[src/rtl/bcd_counter_0to99_if.sv]
// Request/abort inputs and BCD/status outputs of the 00-to-LIMIT BCD up-counter.
// The master side drives the requests; the counter itself is the slave.
interface bcd_counter_0to99_if;
  logic       Bs;
  logic       Vs;
  logic       Error;
  logic [3:0] bcd_units;
  logic [3:0] bcd_tens;
  logic       done;
  logic       carry;
  logic [1:0] state;

  modport master (
    output Bs, Vs, Error,
    input  bcd_units, bcd_tens, done, carry, state
  );

  modport slave (
    input  Bs, Vs, Error,
    output bcd_units, bcd_tens, done, carry, state
  );
endinterface

[src/rtl/bcd_counter_0to99.sv]
// Two-digit BCD up-counter from 00 to LIMIT, gated by Bs/Vs and cleared by Error.
// Define BCD_COUNTER_WRAP_EN to let an enabled edge in DONE return the count to 00/IDLE.
module bcd_counter_0to99 #(
  parameter int LIMIT = 99
) (
  input  logic               clock,
  input  logic               reset,
  bcd_counter_0to99_if.slave bus
);

  typedef enum logic [1:0] {
    S_IDLE  = 2'b00,
    S_COUNT = 2'b01,
    S_DONE  = 2'b10
  } state_t;

  localparam logic [3:0] LIM_TENS  = 4'(LIMIT / 10);
  localparam logic [3:0] LIM_UNITS = 4'(LIMIT % 10);

  state_t     state_q, state_d;
  logic [3:0] units_q, units_d;
  logic [3:0] tens_q, tens_d;
  logic       carry_q, carry_d;
  logic [3:0] inc_units, inc_tens;
  logic       inc_carry;
  logic       en;

  // Two simultaneous requests still give a single increment per edge.
  assign en = (bus.Bs | bus.Vs) & ~bus.Error;

  always_ff @(posedge clock or posedge reset) begin
    if (reset) begin
      state_q <= S_IDLE;
      units_q <= 4'd0;
      tens_q  <= 4'd0;
      carry_q <= 1'b0;
    end else begin
      state_q <= state_d;
      units_q <= units_d;
      tens_q  <= tens_d;
      carry_q <= carry_d;
    end
  end

  always_comb begin
    inc_units = units_q;
    inc_tens  = tens_q;
    inc_carry = 1'b0;
    if (units_q == 4'd9) begin
      inc_units = 4'd0;
      inc_tens  = tens_q + 4'd1;
      inc_carry = 1'b1;
    end else begin
      inc_units = units_q + 4'd1;
    end
  end

  always_comb begin
    state_d = state_q;
    units_d = units_q;
    tens_d  = tens_q;
    carry_d = 1'b0;
    if (bus.Error) begin
      state_d = S_IDLE;
      units_d = 4'd0;
      tens_d  = 4'd0;
    end else begin
      case (state_q)
        S_IDLE: begin
          if (en) begin
            units_d = 4'd1;
            tens_d  = 4'd0;
            state_d = (LIMIT == 1) ? S_DONE : S_COUNT;
          end
        end
        S_COUNT: begin
          if (en) begin
            units_d = inc_units;
            tens_d  = inc_tens;
            carry_d = inc_carry;
            if (inc_units == LIM_UNITS && inc_tens == LIM_TENS) begin
              state_d = S_DONE;
            end
          end
        end
        S_DONE: begin
`ifdef BCD_COUNTER_WRAP_EN
          if (en) begin
            units_d = 4'd0;
            tens_d  = 4'd0;
            state_d = S_IDLE;
          end
`else
          // Sticky: requests are ignored until Error or reset.
          state_d = S_DONE;
`endif
        end
        default: begin
          state_d = S_IDLE;
          units_d = 4'd0;
          tens_d  = 4'd0;
        end
      endcase
    end
  end

  assign bus.bcd_units = units_q;
  assign bus.bcd_tens  = tens_q;
  assign bus.carry     = carry_q;
  assign bus.done      = (state_q == S_DONE);
  assign bus.state     = state_q;

endmodule

[src/flat_wrapper.sv]
// flat-port wrapper written by rule: the top's interface ports become plain ports
module bcd_counter_0to99_flat 
#(
  parameter int LIMIT = 99
)
  (clock, reset, bus_Bs, bus_Vs, bus_Error, bus_bcd_units, bus_bcd_tens, bus_done, bus_carry, bus_state);
  bcd_counter_0to99_if bus_i ();
  input  logic clock;
  input  logic reset;
  input wire logic [$bits(bus_i.Bs)-1:0] bus_Bs;
  input wire logic [$bits(bus_i.Vs)-1:0] bus_Vs;
  input wire logic [$bits(bus_i.Error)-1:0] bus_Error;
  output wire logic [$bits(bus_i.bcd_units)-1:0] bus_bcd_units;
  output wire logic [$bits(bus_i.bcd_tens)-1:0] bus_bcd_tens;
  output wire logic [$bits(bus_i.done)-1:0] bus_done;
  output wire logic [$bits(bus_i.carry)-1:0] bus_carry;
  output wire logic [$bits(bus_i.state)-1:0] bus_state;
  assign bus_i.Bs = bus_Bs;
  assign bus_i.Vs = bus_Vs;
  assign bus_i.Error = bus_Error;
  assign bus_bcd_units = bus_i.bcd_units;
  assign bus_bcd_tens = bus_i.bcd_tens;
  assign bus_done = bus_i.done;
  assign bus_carry = bus_i.carry;
  assign bus_state = bus_i.state;
  bcd_counter_0to99 #(.LIMIT(LIMIT)) u_core (.clock(clock), .reset(reset), .bus(bus_i));
endmodule
[config.mk]
export PLATFORM = sky130hd
export DESIGN_NAME = bcd_counter_0to99_flat
export DESIGN_NICKNAME = d
export VERILOG_FILES = /design/src/rtl/bcd_counter_0to99_if.sv /design/src/rtl/bcd_counter_0to99.sv /design/src/flat_wrapper.sv
export SDC_FILE = /design/constraint.sdc
export NUM_CORES = 1
export LEC_CHECK = 0
export BUFFER_PORTS_ARGS = -buffer_cell sky130_fd_sc_hd__buf_2
export CAP_MARGIN = 20
export CELL_PAD_IN_SITES_DETAIL_PLACEMENT = 0
export CELL_PAD_IN_SITES_GLOBAL_PLACEMENT = 1
export CORE_MARGIN = 2
export CORE_UTILIZATION = 35
export CTS_CLUSTER_DIAMETER = 50
export DETAILED_ROUTE_END_ITERATION = 10
export PLACE_DENSITY_LB_ADDON = 0.1
export SYNTH_ARGS = -nofsm -noshare
export SYNTH_HDL_FRONTEND = slang
export SYNTH_SLANG_ARGS = --single-unit
export TNS_END_PERCENT = 30
[constraint.sdc]
create_clock -name clock -period 1.6 [get_ports clock]
set_input_delay 0.08 -clock clock [delete_from_list [all_inputs] [get_ports clock]]
set_output_delay 0.08 -clock clock [all_outputs]
set_load 0.02 [all_outputs]
## Yosys cells after proc, flatten, opt, wreduce, memory -nomap -nowiden

Cells that the tools add are included.
Widths: inputs -> output; s select.

- Bits of input ports: 5
- Output and inout port bits: 12
- Bits in registers: 11
- Logic and storage cells: 41

- $add $sub $neg: 2
- Reductions and logical operators: 4
- Equality and inequality tests: 9
- Bitwise gates (word level): 3
- Multiplexer cells: 19

Operators by type and width:

| kind | number |
|---|---|
| $mux 4 | 8 |
| $pmux 4 s3 | 2 |
| $eq 4x4->1 const B | 3 |
| $ne 3x2->1 const B | 3 |
| $add 4x1->4 const B | 2 |
| $mux 2 | 4 |
| $pmux 2 s3 | 1 |
| $reduce_and 3->1 | 2 |
| $mux 1 | 4 |
| $eq 2x1->1 const B | 1 |
| $eq 2x2->1 const B | 1 |
| $logic_not 2->1 | 1 |
| $ne 2x2->1 const B | 1 |
| $and 1x1->1 | 1 |
| $logic_and 1x1->1 | 1 |
| $not 1->1 | 1 |
| $or 1x1->1 | 1 |

## Longest topological paths before layout

- Depth in word-level cells: 8
- Gate-level depth with buffers: 7
- Mapped depth without buffers: 6

## Least setup slack after synthesis

OpenSTA, ideal clock, no wires.

- Path type: reg2reg
- Start point: reg u_core.state_q[1], in the netlist u_core.bus.state[1]
- End point: reg u_core.units_q[1], in the netlist u_core.bus.bcd_units[1]
- Stages on the path, launching flop included: 7
- Buffers on the path: 0
- Setup time: 121 ps
- Arrival time: 1690 ps
- Required time: 1479 ps
- Clock period less this slack: 1811 ps
- Setup slack: -211 ps
- Path through: dfrtp_1 inv_1 ha_1 or2_1 a21oi_2 o22ai_1 a22o_2

- Word-level cells in the longest chain between the ends: 3
- Elaborated cells between the ends (all ways): 9
- Those cells by class: 5 x eq/ne; 2 x mux; 2 x reduce/logical

RTL lines:

| what | line | text |
|---|---|---|
| from (decl) | bcd_counter_0to99.sv:20 | `state_t state_q, state_d;` |
| from (signal assigned) | bcd_counter_0to99.sv:38 | `state_q <= state_d;` |
| $eq 2x1->1 (tied with other cells) | bcd_counter_0to99.sv:68 | `case (state_q)` |
| $ne 3x2->1 (no line) (tied with other cells) | -- |  |
| $reduce_and 3->1 (no line) or $mux 4 (tied branches) | -- |  |
| to (signal assigned) | bcd_counter_0to99.sv:39 | `units_q <= units_d;` |
| to (decl) | bcd_counter_0to99.sv:21 | `logic [3:0] units_q, units_d;` |

Several ways; a longest one is shown, not always the timed one.
A chain may end at the register's enable or synchronous reset.

## Final worst setup path

- Start point: reg u_core.state_q[0], in the netlist u_core.bus.state[0]
- End point: reg u_core.tens_q[0], in the netlist u_core.bus.bcd_tens[0]

- Word-level cells in the longest chain between the ends: 3
- Elaborated cells between the ends (all ways): 9
- Those cells by class: 5 x eq/ne; 2 x mux; 2 x reduce/logical

RTL lines:

| what | line | text |
|---|---|---|
| $eq 2x1->1 (tied with other cells) | bcd_counter_0to99.sv:68 |  |
| $ne 3x2->1 (no line) (tied with other cells) | -- |  |
| $reduce_and 3->1 (no line) or $mux 4 (tied branches) | -- |  |
| to (signal assigned) | bcd_counter_0to99.sv:40 | `tens_q <= tens_d;` |
| to (decl) | bcd_counter_0to99.sv:22 | `logic [3:0] tens_q, tens_d;` |

Several ways; a longest one is shown, not always the timed one.

==> summary.txt <==
Synth
  – Synth Area per Inst: 9.81 um^2
  – Cell type with the largest total area after synthesis: dfrtp_1
  – Mapped Nets: 87
  – Seq/Total Area, Yosys: 36.4%
  – Fraction of synthesized area in multiplexers: 3.97%
  – Most frequent cell after synthesis: dfrtp_1
  – Post-Synth XOR/XNOR Area: 0%
  – Post-Synthesis Cells: 77
  – EDFF count, synth: 0
  – Number of library cell types mapped by synthesis: 36
  – Synth Area in Compound Gates: 22.5%
  – Ys async rst share: 100%
  – Synth top area cells: dfrtp_1 36%, ha_1 8.3%, mux2i_1 4.0%, nand4bb_4 3.6%, inv_1 3.5%
  – Yosys Warn Count: 0
  – Predominant post-synthesis flop cell: dfrtp_1
  – Synth top cells by count: 11 x dfrtp_1, 7 x inv_1, 5 x ha_1
  – Main combinational cell family by area after synthesis: simple AND/OR/NAND/NOR gates
  – Post-Synth Adder-Cell Area: 8.28%
  – Simple-gate share of the synthesized area: 23.7%
  – Post-synth top area share: 36.4%
  – Flops & latches, synth: 11
  – Netlist Area Pre-Place: 756 um^2

Route
  – Final WL: 1930 um
  – Routed Antenna Nets: 0
  – Via count: 733
  – Vias per inst: 5.35
  – Initial DRC Count: 6
  – DRC viols: 0
  – Routed len/inst: 14.1 um
  – DRT Pass-1 Iters: 4

STA
  – Relative slew margins: 71.3%
  – Tmin final: 1.59 ns
  – Worst setup margin: 0.00834 ns
  – Final setup vio count: 0
  – Max Fclk: 628 MHz
  – Setup Skew: 0.00434 ns
  – Max-slew violation count: 0
  – Setup TNS: 0 ns
  – Worst-margin pin slew: 0.430 ns
  – RSZ-0062 raised after global routing: yes
  – Hold Fails Final Rpt: 0
  – Period Utilization, post-route: 99.5%

Clock tree
  – Max Root-Sink Buffers: 2
  – CTS tree: built
  – TritonCTS sink count: 11
  – Num CTS Buffers: 3
  – H-tree levels: 1
  – Clock latency on the worst-skew pair: 0.29 ns
  – Worst-path clk slew: 0.08 ns
  – CTS root buf: clkbuf_4

Global route
  – Overflow after GRT: 0
  – Largest net degree at the start of global routing: 12
  – Initial antenna violation count: 0
  – GRT Total Usage: 17.7%
  – First-pass GRT wire length: 3310 um
  – Number of global-route vias before repair: 743

Power
  – Pwr/cell area: 1370 mW/mm^2
  – Worst vdd ir: 911 uV
  – Leak: 0.491 nW

Die
  – Die width: 50.5 um
  – Rows: 16
  – Initial Util: 37.8%
  – Core area: 0.00200 mm^2
  – Die Y: 50.5 um
  – I/O pins: 17
  – Full die area: 0.00255 mm^2

Placed design
  – Port bufs: 16
  – Post-DP HPWL: 1450 um
  – Routability congestion estimate: 0.846
  – Setup WS pre-CTS: -0.0417 ns
  – DP Area: 975 um^2

Setup path
  – Reg-to-reg setup timing slack: 0.008 ns
  – Slowest CP cell: dfrtp_2
  – Crit path capture type: flop
  – Slowest Stage Delay on Critical Path: 0.43 ns
  – Worst path top cell family by delay: compound AO/OA/AOI/OAI gates
  – Cell Chain, Critical Path: ha_2 -> or2_4 -> a21oi_4 -> o22ai_2 -> a22o_1
  – Kind of critical path: reg -> reg
  – Startpoint class of the critical path: flop
  – WP buf/inv: 0
  – CP max FO: 7
  – Worst EP arrival: 1.77 ns
  – Required @ worst endpoint: 1.77 ns

Worst hold path
  – HP Class: in -> reg

Finish
  – Area growth, synth to finish: 43.0%
  – Final core utilization: 54.0%
  – Layout Nets: 121
  – # diodes: 0
  – Fin area: 0.00108 mm^2
  – Fraction of layout cells with a size suffix above 1: 48.2%

Job
  – Max-cap viol count: 0

Outcome
  – Status: finished, final reports clean
[worst paths after layout]
| kind | cells past startpoint | to | startpoint |
|---|---|---|---|
| max in group asynchronous | 3 | u_core.bus.state[0]$_DFFE_PP0P_ | reset |
| setup reg to reg | 5 | u_core.bus.bcd_tens[0]$_DFFE_PP0P_ | u_core.bus.state[0]$_DFFE_PP0P_ |
| hold reg to reg | 1 | u_core.bus.bcd_tens[3]$_DFFE_PP0P_ | u_core.bus.bcd_tens[3]$_DFFE_PP0P_ |
| hold / removal | 2 | u_core.bus.bcd_units[0]$_DFFE_PP0P_ | bus_Error |
| setup / recovery | 5 | u_core.bus.bcd_tens[0]$_DFFE_PP0P_ | u_core.bus.state[0]$_DFFE_PP0P_ |
| min in group asynchronous | 3 | u_core.bus.bcd_units[0]$_DFFE_PP0P_ | reset |
[flip-flops by register name (all words and copies together), names as in the netlist]
name and cells:
u_core.bus.bcd_tens 4, u_core.bus.bcd_units 4, u_core.bus.carry 1, u_core.bus.state 2
[placed cells by master (no fill, tap or decap), drive strengths merged, types with 3 or more instances in the layout]
master / count
inv: 7
nor3: 4
clkbuf: 4
nand2: 4
mux2i: 3
buf: 31
a22o: 4
dfrtp: 11
o21ai: 4
nor2: 4
ha: 5
o22ai: 4
[metrics by stage]
stage / hold slack [ns] / power, mW / std cells
detailed placement: 0.106 / 1.13 / 131
CTS: 0.173 / 1.36 / 136
global route: 0.259 / 1.60 / 137
finish: 0.219 / 1.48 / 137
floorplan: -0.0677 / 0.866 / 77
global placement: 0.107 / 1.13 / 131
[power breakdown]
group / leakage, nW / total (mW) / switching [mW] / internal [mW]
clock network: 0.0150 / 0.212 / 0.115 / 0.0970
registers: 0.147 / 0.383 / 0.0569 / 0.327
logic: 0.329 / 0.884 / 0.441 / 0.443
[repair_timing]
action	CTS	global route
endpoints found under the setup margin	4	10
endpoints found under the hold margin	11	0
gates resized for setup	2	11
cloned	0	0
hold buffers	1	0
pin swaps	0	6
setup buffers	0	1
[final cells by class]
cell class,count,area [um^2]
fillers,206,921
multi-input cells,56,510
flip-flops and latches,11,278
repair buffers,32,206
well taps,27,33.8
clock buffers,4,26.3
inverters,7,26.3
[kinds of logic (layout without fill, tap and decap cells)]
family | Yosys count | after routing
simple gates | 26 | 26
compound gates | 22 | 22
flops | 11 | 11
buf+inv | 10 | 43
fa+ha+maj | 5 | 5
mux | 3 | 3
[routing by layer]
layer | track usage (%) | up-vias | routed length, um
met4 | 8.11 | 0 | 31
met1 | 21.8 | 359 | 875
met5 | 0 | - | 0
met3 | 3.57 | 3 | 70
met2 | 29.6 | 15 | 951
li1 | - | 356 | -
[worst reg2reg max path, stage by stage (launching register included)]
cell	delay (ns)
dfrtp_2	0.43
ha_2	0.19
or2_4	0.23
a21oi_4	0.26
o22ai_2	0.14
a22o_1	0.23
(Power assumes the default switching activity.)
